File: src/rtl/simon_arb_pkg.sv
// simon_arb_pkg: shared types and defaults for the SIMON core arbiter.
package simon_arb_pkg;

    localparam int unsigned TO_CYC_DEF = 255;
    localparam int unsigned TOW_DEF    = 8;

    typedef enum logic [2:0] {
        ST_IDLE,
        ST_KEY,
        ST_KWAIT,
        ST_DATA,
        ST_RUN,
        ST_READ,
        ST_ERR
    } arb_state_t;

    // One-hot requester mask from a requester index.
    function automatic logic [1:0] onehot2(input logic idx);
        return idx ? 2'b10 : 2'b01;
    endfunction

endpackage

File: src/rtl/simon_rr_pick.sv
// simon_rr_pick: two-way round-robin choice; on a tie the requester that
// was not served last wins.
module simon_rr_pick (
    input  logic [1:0] req,
    input  logic       last,
    output logic       pick_c,
    output logic       any_c
);

    // Tie goes to the requester other than the last one served.
    always_comb begin
        any_c  = |req;
        pick_c = 1'b0;
        if (req == 2'b11) begin
            pick_c = ~last;
        end else begin
            pick_c = req[1];
        end
    end

endmodule

File: src/rtl/simon_core_arbiter.sv
// simon_core_arbiter: shares one SIMON cipher core between two requesters,
// sequencing key load, data load, run and readout with a per-wait watchdog.
// Optional key cache: define SIMON_ARB_KEYCACHE_EN to skip the key load when
// the granted requester already owns the loaded key and its key is unchanged.
module simon_core_arbiter
    import simon_arb_pkg::*;
#(
    parameter int unsigned TO_CYC = TO_CYC_DEF,
    parameter int unsigned TOW    = TOW_DEF
) (
    input  logic       clk,
    input  logic       R,
    input  logic [1:0] req,
    input  logic [1:0] keyChg,
    input  logic [1:0] encDec,
    output logic [1:0] grant,
    output logic       sel,
    output logic [1:0] rspValid,
    output logic [1:0] err,
    output logic       busy,
    output logic       newKey,
    output logic       newData,
    output logic       enc_dec,
    output logic       readData,
    input  logic       loadKey,
    input  logic       loadData,
    input  logic       doneKey,
    input  logic       doneData
);

    arb_state_t      state;
    logic [TOW-1:0]  wdog;
    logic            last_srv;
    logic            enc_lat;
    logic            pick_c;
    logic            any_c;
    logic            wdog_hit_c;

`ifdef SIMON_ARB_KEYCACHE_EN
    logic            kh_valid;
    logic            kh_id;
    logic            key_hit_c;

    // Loaded key already belongs to the candidate and is unchanged.
    assign key_hit_c = kh_valid && (kh_id == pick_c) && !keyChg[pick_c];
`else
    logic            unused_keychg;

    assign unused_keychg = ^keyChg;
`endif

    simon_rr_pick u_pick (
        .req    (req),
        .last   (last_srv),
        .pick_c (pick_c),
        .any_c  (any_c)
    );

    // Current wait has lasted TO_CYC cycles without the awaited event.
    assign wdog_hit_c = (wdog == TOW'(TO_CYC - 1));

    // Transaction sequencer with registered core controls and responses.
    always_ff @(posedge clk or posedge R) begin
        if (R) begin
            state    <= ST_IDLE;
            wdog     <= '0;
            last_srv <= 1'b1;
            enc_lat  <= 1'b0;
            grant    <= 2'b00;
            sel      <= 1'b0;
            rspValid <= 2'b00;
            err      <= 2'b00;
            busy     <= 1'b0;
            newKey   <= 1'b0;
            newData  <= 1'b0;
            enc_dec  <= 1'b0;
            readData <= 1'b0;
`ifdef SIMON_ARB_KEYCACHE_EN
            kh_valid <= 1'b0;
            kh_id    <= 1'b0;
`endif
        end else begin
            wdog     <= '0;
            rspValid <= 2'b00;
            err      <= 2'b00;
            readData <= 1'b0;
            case (state)
                ST_IDLE: begin
                    if (any_c) begin
                        grant    <= onehot2(pick_c);
                        sel      <= pick_c;
                        last_srv <= pick_c;
                        enc_lat  <= encDec[pick_c];
                        busy     <= 1'b1;
`ifdef SIMON_ARB_KEYCACHE_EN
                        if (key_hit_c) begin
                            state   <= ST_DATA;
                            newData <= 1'b1;
                            enc_dec <= encDec[pick_c];
                        end else begin
                            state   <= ST_KEY;
                            newKey  <= 1'b1;
                        end
`else
                        state  <= ST_KEY;
                        newKey <= 1'b1;
`endif
                    end
                end
                ST_KEY: begin
                    if (loadKey) begin
                        newKey <= 1'b0;
                        state  <= ST_KWAIT;
                    end else if (wdog_hit_c) begin
                        newKey <= 1'b0;
                        err    <= onehot2(sel);
                        state  <= ST_ERR;
                    end else begin
                        wdog <= wdog + TOW'(1);
                    end
                end
                ST_KWAIT: begin
                    if (doneKey) begin
                        newData <= 1'b1;
                        enc_dec <= enc_lat;
                        state   <= ST_DATA;
`ifdef SIMON_ARB_KEYCACHE_EN
                        kh_valid <= 1'b1;
                        kh_id    <= sel;
`endif
                    end else if (wdog_hit_c) begin
                        err   <= onehot2(sel);
                        state <= ST_ERR;
                    end else begin
                        wdog <= wdog + TOW'(1);
                    end
                end
                ST_DATA: begin
                    if (loadData) begin
                        newData <= 1'b0;
                        state   <= ST_RUN;
                    end else if (wdog_hit_c) begin
                        newData <= 1'b0;
                        err     <= onehot2(sel);
                        state   <= ST_ERR;
                    end else begin
                        wdog <= wdog + TOW'(1);
                    end
                end
                ST_RUN: begin
                    if (doneData) begin
                        readData <= 1'b1;
                        rspValid <= onehot2(sel);
                        state    <= ST_READ;
                    end else if (wdog_hit_c) begin
                        err   <= onehot2(sel);
                        state <= ST_ERR;
                    end else begin
                        wdog <= wdog + TOW'(1);
                    end
                end
                ST_READ: begin
                    grant   <= 2'b00;
                    busy    <= 1'b0;
                    enc_dec <= 1'b0;
                    state   <= ST_IDLE;
                end
                ST_ERR: begin
                    grant   <= 2'b00;
                    busy    <= 1'b0;
                    enc_dec <= 1'b0;
                    state   <= ST_IDLE;
`ifdef SIMON_ARB_KEYCACHE_EN
                    kh_valid <= 1'b0;
`endif
                end
                default: begin
                    grant   <= 2'b00;
                    busy    <= 1'b0;
                    newKey  <= 1'b0;
                    newData <= 1'b0;
                    enc_dec <= 1'b0;
                    state   <= ST_IDLE;
                end
            endcase
        end
    end

endmodule

File: config.mk
export PLATFORM = sky130hd
export DESIGN_NAME = simon_core_arbiter
export DESIGN_NICKNAME = d
export VERILOG_FILES = /design/src/rtl/simon_arb_pkg.sv /design/src/rtl/simon_rr_pick.sv /design/src/rtl/simon_core_arbiter.sv
export SDC_FILE = /design/constraint.sdc
export NUM_CORES = 1
export LEC_CHECK = 0
export CELL_PAD_IN_SITES_DETAIL_PLACEMENT = 0
export CELL_PAD_IN_SITES_GLOBAL_PLACEMENT = 2
export CORE_MARGIN = 4
export CORE_UTILIZATION = 33
export CTS_CLUSTER_DIAMETER = 200
export CTS_CLUSTER_SIZE = 14
export DETAILED_ROUTE_END_ITERATION = 8
export GPL_TIMING_DRIVEN = 0
export PLACE_DENSITY_LB_ADDON = 0.08
export SLEW_MARGIN = 20
export SYNTH_ARGS = -nofsm -noshare
export SYNTH_HDL_FRONTEND = slang
export SYNTH_SLANG_ARGS = --single-unit
File: constraint.sdc
create_clock -name clk -period 3.45 [get_ports clk]
set_input_delay 1.035 -clock clk [delete_from_list [all_inputs] [get_ports clk]]
set_output_delay 1.035 -clock clk [all_outputs]
set_load 0.01 [all_outputs]
# After elaboration in Yosys (flattened, before gate mapping)
# Index checks and enable logic that the tools add are counted.
[word_totals]
wordCells = 83
output_inout_bits = 12
n_memories = 0
mem_bits_ro = 0
inputBits = 12
latchBits = 0
register_bits = 25
mem_bits_rw = 0
[classes]
reduce_logical = 11
n_shift = 0
multipliers = 0
n_div = 0
eq_ne = 12
mux = 40
n_lt_le_gt_ge = 1
bitwise_logic = 5
addsub = 1
[op_table]
columns = ["op", "n"]
rows = [
  ["$mux 8", 5],
  ["$pmux 8 s4", 1],
  ["$mux 2", 10],
  ["$mux 3", 6],
  ["$pmux 3 s5", 1],
  ["$mux 1", 11],
  ["$reduce_or 5->1", 2],
  ["$eq 3x3->1 const B", 3],
  ["$add 8x1->8 const B", 1],
  ["$eq 8x8->1 const B", 1],
  ["$pmux 2 s4", 1],
  ["$reduce_or 4->1", 2],
  ["$eq 3x2->1 const B", 2],
  ["$ne 3x3->1 const B", 2],
  ["$pmux 1 s3", 2],
  ["$reduce_and 2->1", 3],
  ["$reduce_and 3->1", 2],
  ["$not 1->1", 5],
  ["$ne 2x2->1 const B", 2],
  ["$pmux 1 s2", 2],
  ["$pmux 2 s2", 1],
  ["$eq 3x1->1 const B", 1],
  ["$logic_not 3->1", 1],
  ["$eq 2x2->1 const B", 1],
  ["other kinds (2)", 2],
]

# Longest topological paths before layout
# Gate-level depths: netlist of run 1.
[logic_depth]
depth_word = 5
depth_mapped = 6
ltp_nobuf = 6

# By module
# Synthesis of run 1 repeated with hierarchy kept, for this count alone.
[hier_totals]
cells_unflattened = 130
area_unflattened_um2 = 1305.0
[modules_own_cells]
columns = ["module", "seq_area_each_um2", "area_each_um2", "n_inst", "cells_per_inst"]
rows = [
  ["simon_core_arbiter", 626.9, 1291.2, 1, 128],
  ["simon_rr_pick", 0.0, 13.8, 1, 2],
]

# Least setup slack after synthesis of run 1
# OpenSTA, ideal clock, no wires.
[synth_path]
kind = "input to register"
start = "input port loadKey"
end = "register state[0]"
path_stages = 4
slack_ps = 1485
arrival_ps = 1871
path_cell_list = "nor2b_1 -> a2111oi_4 -> o21ai_2 -> a221oi_2"
[synth_between]
elab_chain_cells = 2
[synth_rtl]
columns = ["item", "line", "source"]
rows = [
  ["from (decl)", "simon_core_arbiter.sv:25", "input logic loadKey,"],
  ["$mux 3", "simon_core_arbiter.sv:111", "if (loadKey) begin"],
  ["$pmux 3 s5", "simon_core_arbiter.sv:87", "case (state)"],
  ["to (signal assigned)", "simon_core_arbiter.sv:113", "state <= ST_KWAIT;"],
  ["to (signal assigned)", "simon_core_arbiter.sv:117", "state <= ST_ERR;"],
  ["to (signal assigned)", "simon_core_arbiter.sv:126", "state <= ST_DATA;"],
  ["to (decl)", "simon_core_arbiter.sv:31", "arb_state_t state;"],
]
# Every way passes these cells.
# A chain may end at the register's enable or synchronous reset.

# Worst setup path after layout of run 1
[layout_path]
start = "register sel"
end = "output port sel"
[layout_rtl]
columns = ["item", "line", "source"]
rows = [
  ["from (decl)", "simon_core_arbiter.sv:17", "output logic sel,"],
  ["from (signal assigned)", "simon_core_arbiter.sv:91", "sel <= pick_c;"],
]
# No word-level cell between the ends.

==> results of run 1 <==
[power breakdown]
group	internal (mW)	switching, mW	leakage [nW]
registers	0.379	0.0719	0.320
clock network	0.0817	0.0947	0.0217
logic	0.253	0.306	0.322
total	0.714	0.472	0.664
[per-stage QoR]
stage                     cell area, sq um   util
final                                 1580  0.428
after global placement                1530  0.415
after detailed placement              1530  0.415
after CTS                             1580  0.428
after floorplan                       1260      -
after global routing                  1580  0.428
[worst paths after layout]
path                       slack [ns]  cells after the start     from  endpoint
max                              1.17                      1      sel       sel
min                              0.51                      1  wdog[0]   wdog[0]
max reg2reg                      1.87                      6  wdog[0]   wdog[6]
min reg2reg                      0.51                      1  wdog[0]   wdog[0]
max in group asynchronous        1.56                      2        R  state[1]
min in group asynchronous        1.29                      2        R  grant[0]
[layer usage]
layer | GRT usage | up-vias | part of all wire
li1 | - | 506 | -
met1 | 0.142 | 491 | 0.45
met2 | 0.207 | 16 | 0.50
met3 | 0.0275 | 2 | 0.039
met4 | 0.0383 | 0 | 0.0063
met5 | 0 | - | 0
[sequential cells by signal, indices dropped and copies added (netlist names)]
register,count
enc_dec,1
enc_lat,1
readData,1
busy,1
newData,1
err,2
last_srv,1
state,3
grant,2
wdog,8
sel,1
newKey,1
rspValid,2
[area by class of cell]
class / instances / area (sq um) / share of cell area
tap: 48 / 60.1 / 0.0380
inverter: 8 / 30.0 / 0.0190
timing repair buffer: 21 / 210 / 0.133
buffer: 3 / 16.3 / 0.0103
sequential: 25 / 627 / 0.397
multi-input combinational: 95 / 587 / 0.372
clock inverter: 1 / 7.51 / 0.00475
clock buffer: 3 / 41.3 / 0.0261
[kinds of logic (layout without fill, tap and decap cells)]
logic type                 Yosys count  in the layout  synth area share
and+or+nand+nor                     53             53             0.191
AOI/OAI and AO/OA                   33             33             0.206
DFF                                 25             25             0.498
adders and majority gates            2              2            0.0199
muxes                                1              1           0.00794
buffers and inverters               11             36            0.0367
xor gates and xnor gates             6              6            0.0417
[layout by cell type, fill, tap and decap left out, types with 2 or more instances in the layout]
master           netlist  routed
dfrtp_1               24      24
nor2_1                22      22
clkdlybuf4s50_1        0      21
nand2_1               12      12
a21oi_1                8       8
nand3_1                7       7
inv_1                  7       7
o21ai_0                5       5
xnor2_1                4       4
or2_2                  3       3
a2bb2oi_1              3       3
o22ai_1                3       3
clkbuf_8               0       3
nor2b_1                2       2
nand2b_1               2       2
nor3_1                 2       2
xor2_1                 2       2
a211oi_1               2       2
a31oi_1                2       2
ha_1                   2       2
==> summary by stage, run 1 <==
Synthesis
The cell area after synthesis is 1260 sq um. The count of cell types in the netlist is 37. For this run, the number of Yosys warnings is 0. The fraction of the yosys area taken by sequential cells is 0.498. The leading area contributor after synthesis is dfrtp_1. The number of flops mapped to enable cells by yosys is 0. The number of nets in the synthesized netlist is 145.

Yosys attributes the largest share of cell area to dfrtp_1 (48%), nor2_1 (6.6%), nand2_1 (3.6%). The most frequent cell after synthesis is dfrtp_1. The synthesized design contains 25 register bits.

The average instance area after synthesis is 9.62 sq um. In the synthesized netlist, the number of instances is 131. The share of async-settable or async-resettable flops after synthesis is 1.00. For this run, the leading register cell type out of synthesis is dfrtp_1. The commonest cells after synthesis are dfrtp_1 (24), nor2_1 (22), nand2_1 (12). Of the post-synthesis cell area, the dominant cell type holds 0.477.

GRT
The total global routing track utilization is 0.118. The number of global-route vias before repair is around 1,000. The initial antenna violation count came to 0. The wire length of the first global-routing pass is 4.69 mm. Entering global routing, the biggest net connects 26 pins. The total congestion overflow is 0.

Layout
Of the cells placed in the final design, the portion with a size suffix greater than 1 is 0.109. In the final design database the tool counted around 170 nets. The area growth from synthesis to final layout is 25.3%.

The number of antenna diodes in the final layout is 0. After filler insertion, the fill cell instance count of the layout stands at 386. Once layout is complete, the cells apart from fillers number a little over 200.

CTS
The clock passes through at most 2 buffers. The total of cells resized after clock tree synthesis is 0. The TritonCTS clock tree is done. The clock latency of the later-clocked register in the worst-skew pair is 0.27 ns. The register clock-pin slew on the reported worst setup and hold paths is ~0.09 ns. The tree is rooted in a clkbuf_8.

The tree built by TritonCTS fans out to 25 sinks. The number of buffers inserted by post-CTS setup repair is 0. The number of buffers added to fix hold violations after cts is 0. The deepest level of the CTS H-tree is 1.

The total clock buffers created by CTS is 3.

Critical path
The maximum single-stage delay on the critical path is 0.56 ns. The maximum net fanout on the critical path is 5. By startpoint and endpoint, the worst setup path is classified as flip-flop to output port.

For the worst setup path, the data required time is 2.41 ns. The cell family contributing the most delay on the critical path is buffers and inverters. The arrival time of the worst setup path is approximately 1.2 ns. Among all stages on the critical path, the largest delay is contributed by clkdlybuf4s50_1. The type of element launching the critical path is a flip-flop. Walking the worst path, the cells encountered are clkdlybuf4s50_1. STA classifies the critical path endpoint as an output port. The buffering stage count on the worst path with inverters included is 1.

Timing
The worst path meets setup with 1.17 ns of slack. Setup repair after global routing left no endpoint under its margin. The actual transition at the worst max-transition pin is 0.991 ns. Counting I/O delays and the setup requirement, the final critical path takes around 2.3 ns. Summed over all failing endpoints, the final setup total negative slack is 0 ns. In this run the tightest slew margin relative to its limit is 0.339.

The top achievable clock speed is ~0.44 GHz. The setup skew after layout is 0.00409 ns. The count of pins over their slew limit is 0. On the final layout, the worst hold slack is 0.513 ns.

Setup violations remaining at the end of the flow were counted as 0. The number of failing hold endpoints at the final stage came to 0. The part of the cycle the worst path needs is 0.660.

Placement
The final weighted congestion in routability-driven placement is 0.761. Port buffering added 21 buffers. The cell total after placement is 200. The minimum setup slack after placement is about 0.9 ns.

Detailed placement ended at an HPWL of 2.04 mm.

Drt
The via count is 1,015. The number of nets with antenna violations after routing is 0. The number of design rule violations left after detail routing is 0. The final layout contains routed wiring with a total length of roughly 2.7 mm. The average wire per standard cell is 13.2 microns. The via density per instance is 4.98. The first TritonRoute pass finished after 4 iterations. The initial detailed-routing violation count is approximately 110.

Power and ir drop
Total power for the finished layout comes to about 1.2 mW. The static leakage power is 0.664 nW. The maximum VDD drop is 0.254 mV. The power per standard cell area is 751 nW/um^2.

Floorplanning
The vertical extent of the die is 69.8 microns. The number of ports placed on the die boundary is 24. The die extent in x is 69.8 microns. The initial utilization of the core area, before any placement, comes to 0.342. The floorplan has 22 rows. The floorplan step defined a die boundary enclosing 4870 sq um.

The total area inside the core boundary comes to 3690 sq um.

Flow run
The max-cap check violation count is 0.

Min path
The kind of path behind the tightest hold check is flip-flop to flip-flop.

Status
The run finished with clean final reports.
Power figures use the tool's default switching activity.
==> inputs of run 2 (changes only) <==
--- a/config.mk
+++ b/config.mk
@@ -8,7 +8,7 @@
 export CELL_PAD_IN_SITES_DETAIL_PLACEMENT = 0
 export CELL_PAD_IN_SITES_GLOBAL_PLACEMENT = 2
 export CORE_MARGIN = 4
-export CORE_UTILIZATION = 33
+export CORE_UTILIZATION = 31
 export CTS_CLUSTER_DIAMETER = 200
 export CTS_CLUSTER_SIZE = 14
 export DETAILED_ROUTE_END_ITERATION = 8
==> constraint.sdc (replaced) <==
create_clock -name clk -period 2.36 [get_ports clk]
set_input_delay 0.708 -clock clk [delete_from_list [all_inputs] [get_ports clk]]
set_output_delay 0.708 -clock clk [all_outputs]
set_load 0.01 [all_outputs]
==> run 2 against run 1 <==
Against the previous run:
- first-iteration DRC count shrank 41%
- wire length grew 3.0%
- worst hold slack gained 0.0066 ns
- critical path type unchanged
- highest routed layer unchanged
- sequential share of layout area is the same
- core utilization shrank 1.2 points
- critical path depth is the same
- largest power group unchanged
- sequential power grew 47%
- global-route usage shrank 0.14 points
==> summary by stage, run 2 (synthesis gave the netlist of run 1 again) <==
Status
The flow ran to the end, and the final reports show no timing, DRC or antenna violations.

Floorplanning
The die area is 5150 sq um (+5.7%). The number of ports placed on the die boundary is 24 (unchanged). The vertical extent of the die was 71.8 microns (+2.8%).

The area of the core region is 3800 sq um (+3.0%). The die extent in x is 71.8 microns (+2.8%). The number of cell rows is 22 (unchanged). The effective utilization at floorplan is 0.332 (-0.00990).

Timing
The actual transition at the worst max-transition pin was 0.888 ns (-0.103 ns). The total negative slack is 0 ns (unchanged). The number of failing hold endpoints at the final stage is 0 (unchanged).

Setup repair after global routing left no endpoint under its margin. The tightest slew margin relative to the limit is 0.404 (+0.0655). The count of pins over their slew limit is 0 (unchanged). Of the available clock period, the critical path in the final layout requires 0.837. The number of endpoints failing setup at the final stage is 0 (unchanged). Timing would allow up to slightly above 0.5 GHz. The clock period minus worst slack is between 1.5 and 2 ns. The setup skew after layout was 0.00739 ns (+0.00330 ns).

CTS
The total clock buffers created by CTS came to 3 (unchanged). The clock latency of the later-clocked register in the worst-skew pair is 0.27 ns (about the same). The number of buffers inserted by post-CTS setup repair is 0 (unchanged). The number of buffers added to fix hold violations after cts is 0 (unchanged).

The number of sinks on the clock net was 25 (unchanged). The TritonCTS clock tree is done. The buffer depth of the longest clock path is 2 (unchanged). The total of cells resized after clock tree synthesis is 0 (unchanged). The root buffer cell chosen for the clock tree is clkbuf_8. The deepest level of the CTS H-tree came to 1 (unchanged). The register clock-pin slew on the reported worst setup and hold paths came to 0.10 ns (about the same).

Drt
The average wire per standard cell is 13.6 microns (+3.0%). The via count came to 994 (-2.1%). The number of detailed-route iterations in the first pass came to 4 (unchanged). The via density per instance is 4.87 (-2.1%). The initial detailed-routing violation count is 67 (-41%). The number of nets with antenna violations after routing is 0 (unchanged). The detailed-route wire length is 2.78 mm (+3.0%). The number of design rule violations left after detail routing is 0 (unchanged).

Critical path
Walking the worst path, the cells encountered are clkdlybuf4s50_1. The worst setup path is launched from a flip-flop. The arrival time of the worst setup path is 1.27 ns (+0.03 ns). The cell with the biggest individual delay on the critical path is clkdlybuf4s50_1.

The critical path is of the flip-flop to output port type. The endpoint required time on the critical path is 1.65 ns (-0.76 ns). The maximum single-stage delay on the critical path is 0.56 ns (about the same). The maximum net fanout on the critical path is 5 (unchanged). Broken down by cell family, the worst path's largest delay share belongs to buffers and inverters. The buffering stage count on the worst path with inverters included is 1 (unchanged). The category of the worst setup path capture point is an output port.

Layout
In the layout the commonest cells are dfrtp_1 (24), nor2_1 (22), clkdlybuf4s50_1 (21). The post-layout instance count excluding filler cells is 204 (unchanged). The number of diodes was 0 (unchanged). The flip-flop and latch area is 627 sq um (unchanged). The area growth from synthesis to final layout is 25.3% (unchanged). The number of flip-flops in the largest register is 8 (unchanged). Leaving out fill and tap cells, the most frequent cell in the layout is dfrtp_1. The register containing the most flip-flops in the final layout is wdog. The largest registers in the layout are wdog x8, state x3.

The share of layout cells above drive strength 1 came to 0.109 (unchanged). The count of fill cells added during filler insertion is 372 (-3.6%). The multi-input logic area is 587 sq um (unchanged).

The net total in the final layout is 171 (unchanged).

Placement
The count of input and output buffers was 21 (unchanged). The final weighted congestion in routability-driven placement came to 0.739 (-2.9%). The HPWL after detailed placement was 2.03 mm (-0.49%).

The cell total after placement came to 200 (unchanged).

Power and ir drop
The static leakage power is 0.660 nW (-0.57%). The maximum VDD drop is 0.370 mV (+46%). The power per standard cell area is 1100 nW/um^2 (+47%).

Flow run
The max-cap check violation count came to 0 (unchanged).

GRT
The maximum number of pins on one net before global-route repair is 26 (unchanged). The initial antenna violation count is 0 (unchanged). The total congestion overflow came to 0 (unchanged). The total global routing track utilization is 0.117 (-0.00141). The wire length of the first global-routing pass is 4.80 mm (+2.3%).

The number of global-route vias before repair is 1,029 (-0.097%).

Min path
The kind of path behind the tightest hold check is flip-flop to flip-flop.
run 2: cell count changes in the layout (fill, tap and decap cells not counted), sizes merged:
cell / previous run / this run
clkinv: 0 / 1
inv: 8 / 7
run 2: worst register-to-register path, stage by stage, from the launching register on:
cell and delay [ns]:
dfrtp_1 0.43, inv_1 0.07, ha_1 0.15, nand3_1 0.11
nor2_1 0.34, o21bai_2 0.29, nor2_1 0.10
run 2: power breakdown:
part / switching [mW] / leakage [nW] / internal, mW
Sequential: 0.107 / 0.320 / 0.554
Clock: 0.143 / 0.0217 / 0.120
Combinational: 0.452 / 0.318 / 0.369
run 2: layout make-up:
class / instances / area share
flip-flops and latches: 25 / 0.397
multi-input cells: 95 / 0.372
repair buffers: 21 / 0.133
well taps: 48 / 0.0380
clock buffers: 3 / 0.0261
inverters: 8 / 0.0190
plain buffers: 3 / 0.0103
clock inverters: 1 / 0.00475
run 2: path summary, 6_finish.rpt:
| kind | start | to | slack, ns | cells after the start |
|---|---|---|---|---|
| setup / recovery | sel | sel | 0.38 | 1 |
| hold / removal | wdog[0] | wdog[0] | 0.52 | 1 |
| setup reg to reg | wdog[0] | wdog[4] | 0.74 | 6 |
| hold reg to reg | wdog[0] | wdog[0] | 0.52 | 1 |
| max in group asynchronous | R | wdog[5] | 1.13 | 2 |
| min in group asynchronous | R | grant[0] | 0.81 | 2 |
run 2: metal layers:
metal  up-vias  wire length, microns  track usage
met5         -                     0            0
met4         0                    23       0.0459
met3         2                   109       0.0266
met2        15                  1240        0.179
met1       468                  1410        0.159
li1        509                     -            -
run 2: per-stage QoR:
step	utilization	total power [mW]	setup WS (ns)	area, sq um	hold WS [ns]
after floorplan	-	1.22	0.722	1260	0.474
after global placement	0.403	1.49	0.164	1530	0.493
after detailed placement	0.403	1.50	0.119	1530	0.501
after CTS	0.416	1.77	0.365	1580	0.519
after global routing	0.416	1.89	0.321	1580	0.544
final	0.416	1.74	0.385	1580	0.520
==> inputs of run 3 (changes only) <==
--- a/config.mk
+++ b/config.mk
@@ -8,7 +8,7 @@
 export CELL_PAD_IN_SITES_DETAIL_PLACEMENT = 0
 export CELL_PAD_IN_SITES_GLOBAL_PLACEMENT = 2
 export CORE_MARGIN = 4
-export CORE_UTILIZATION = 31
+export CORE_UTILIZATION = 28
 export CTS_CLUSTER_DIAMETER = 200
 export CTS_CLUSTER_SIZE = 14
 export DETAILED_ROUTE_END_ITERATION = 8
==> constraint.sdc (replaced) <==
create_clock -name clk -period 1.7 [get_ports clk]
set_input_delay 0.51 -clock clk [delete_from_list [all_inputs] [get_ports clk]]
set_output_delay 0.51 -clock clk [all_outputs]
set_load 0.01 [all_outputs]
==> run 3 against run 2 <==
Against the previous run:
- combinational power rose by 40%
- critical path depth is 4 higher
- wire length up 8.7%
==> summary by stage, run 3 (synthesis gave the netlist of run 1 again) <==
CTS
The number of buffers added to fix hold violations after cts is 0 (unchanged). The total clock buffers created by CTS is 3 (unchanged). The TritonCTS clock tree is done. The buffer depth of the longest clock path is 2 (unchanged). The deepest level of the CTS H-tree is 1 (unchanged). The number of sinks on the clock net is 25 (unchanged). The root buffer cell is clkbuf_8. The register clock-pin slew on the reported worst setup and hold paths is 0.10 ns (about the same). The clock latency of the later-clocked register in the worst-skew pair came to 0.27 ns (about the same).

Critical path
The maximum net fanout on the critical path is 3 (-2). STA classifies the critical path startpoint as an input pin. The kind of critical path is input pin to flip-flop. The arrival time of the worst setup path is 1.82 ns (+0.55 ns).

The endpoint required time on the critical path is 1.89 ns (+0.24 ns). The category of the worst setup path capture point is a flip-flop.

Layout
The most common cell after layout, fill and taps aside is dfrtp_1. The net total in the final layout was 172 (+0.58%). The count of fill cells added during filler insertion is 447 (+20%).

The share of layout cells above drive strength 1 is 0.140 (+0.0312). The summed area of non-filler cells in the final layout is 1620 sq um (+2.4%). In the final layout, the registers with the most flip-flops are wdog x8, state x3. The number of diodes is 0 (unchanged). The area growth from synthesis to layout is 28.3%. In the layout the commonest cells are dfrtp_1 (24), nor2_1 (21), nand2_1 (12).

Ranked by flip-flop count, first place goes to wdog. The number of flip-flops in the largest register is 8 (unchanged).

GRT
The initial antenna violation count is 0 (unchanged). The total congestion overflow is 0 (unchanged). The maximum number of pins on one net before global-route repair is 26 (unchanged). The number of global-route vias before repair is 991 (-3.7%).

The wire length of the first global-routing pass was 4.83 mm (+0.73%). The total global routing track utilization was 0.115 (-0.00167).

Floorplanning
The number of cell rows came to 24 (+9.1%). The number of ports placed on the die boundary came to 24 (unchanged). The die area is 5640 sq um (+9.5%). The die extent in x is 75.1 microns (+4.6%). The effective utilization at floorplan is 0.289 (-0.0423).

The area of the core region is 4350 sq um (+15%). The vertical extent of the die was 75.1 microns (+4.6%).

Power and ir drop
The static leakage power is 0.795 nW (+20%). The power per standard cell area is 1510 nW/um^2 (+37%). The total power after layout is 2.45 mW (+40%). The maximum VDD drop was 0.726 mV (+96%).

Drt
The via count is 1,042 (+4.8%). The number of detailed-route iterations in the first pass is 4 (unchanged). The detailed-route wire length is 3.02 mm (+8.7%). The initial detailed-routing violation count is 47 (-30%). The number of design rule violations left after detail routing is 0 (unchanged). The number of nets with antenna violations after routing is 0 (unchanged). The average wire per standard cell is 14.5 microns (+6.1%). The via density per instance came to 4.99 (+2.3%).

Placement
The final weighted congestion in routability-driven placement is 0.756 (+2.3%). The instance area at placement is 1540 sq um (+0.33%). The minimum setup slack after placement is -0.375 ns (-0.494 ns).

The HPWL after detailed placement is 2.19 mm (+8.2%). The count of input and output buffers is 21 (unchanged).

Timing
The top achievable clock speed is 0.612 GHz. The tightest slew margin relative to the limit came to 0.612 (+0.207). The number of failing hold endpoints at the final stage is 0 (unchanged).

The worst hold slack after final layout is 0.518 ns (-0.00145 ns). The smallest clock period supported by the final layout is computed as 1.63 ns. The count of pins over their slew limit is 0 (unchanged). The worst-case setup margin in the final layout is 0.0673 ns (-0.317 ns). The actual transition at the worst max-transition pin is 0.580 ns (-0.308 ns). Setup repair after global routing left no endpoint under its margin. The setup skew after layout is 0.00379 ns (-0.00360 ns).

The number of endpoints failing setup at the final stage was 0 (unchanged). The part of the cycle the worst path needs is 0.960.

Status
The run finished with clean final reports.

Min path
The kind of path behind the tightest hold check is flip-flop to flip-flop.

Flow run
The max-cap check violation count is 0 (unchanged).
run 3: changes by cell type in the layout (fill, tap and decap cells not counted), sizes merged:
cell,change
clkdlybuf4s50,-14
dlygate4sd2,+7
dlymetal6s2s,+7
inv,+2
buf,+1
clkinv,-1
clkinvlp,-1
run 3: routing by layer:
layer  global-route usage  wire length (microns)
met3               0.0360                    150
met4               0.0356                     47
met5                    0                      0
met2                0.185                   1380
met1                0.148                   1450
run 3: path summary, 6_finish.rpt:
check	start	to	slack, ns	cells past startpoint
max	loadKey	state[0]	0.07	5
min	wdog[0]	wdog[0]	0.52	1
max reg2reg	state[0]	state[0]	0.14	4
min reg2reg	wdog[0]	wdog[0]	0.52	1
max in group asynchronous	R	last_srv	0.74	2
min in group asynchronous	R	err[0]	0.59	2
run 3: through the flow:
step	TNS, ns	util	instances
final	0	0.371	209
after global routing	0	0.371	209
after CTS	0	0.364	209
after detailed placement	-5.67	0.353	204
after global placement	-5.44	0.353	204
after floorplan	0	-	131
run 3: power breakdown:
part           internal (mW)  switching [mW]  total, mW
Sequential             0.770           0.143      0.912
Combinational          0.489           0.663       1.15
Clock                  0.172           0.211      0.383
Total                   1.43            1.02       2.45
run 3: repair_timing:
action,CTS,global route
pin swaps,1,2
setup endpoints to repair,15,15
resized for setup,9,10
buffers inserted,1,0
cloned,0,0
run 3: cell type report:
class                   count  area (sq um)  area share
clock buffers               3          41.3      0.0255
clock inverters             1          8.76     0.00542
flip-flops and latches     25           627       0.388
multi-input cells          95           602       0.372
repair buffers             22           226       0.140
plain buffers               3          16.3      0.0101
well taps                  52          65.1      0.0402
inverters                   8          30.0      0.0186
run 3: worst max-delay path, stage by stage:
cell and delay (ns):
clkdlybuf4s50_1 0.46, nor2b_2 0.20, a2111oi_4 0.31, o21ai_2 0.11, a221oi_2 0.23
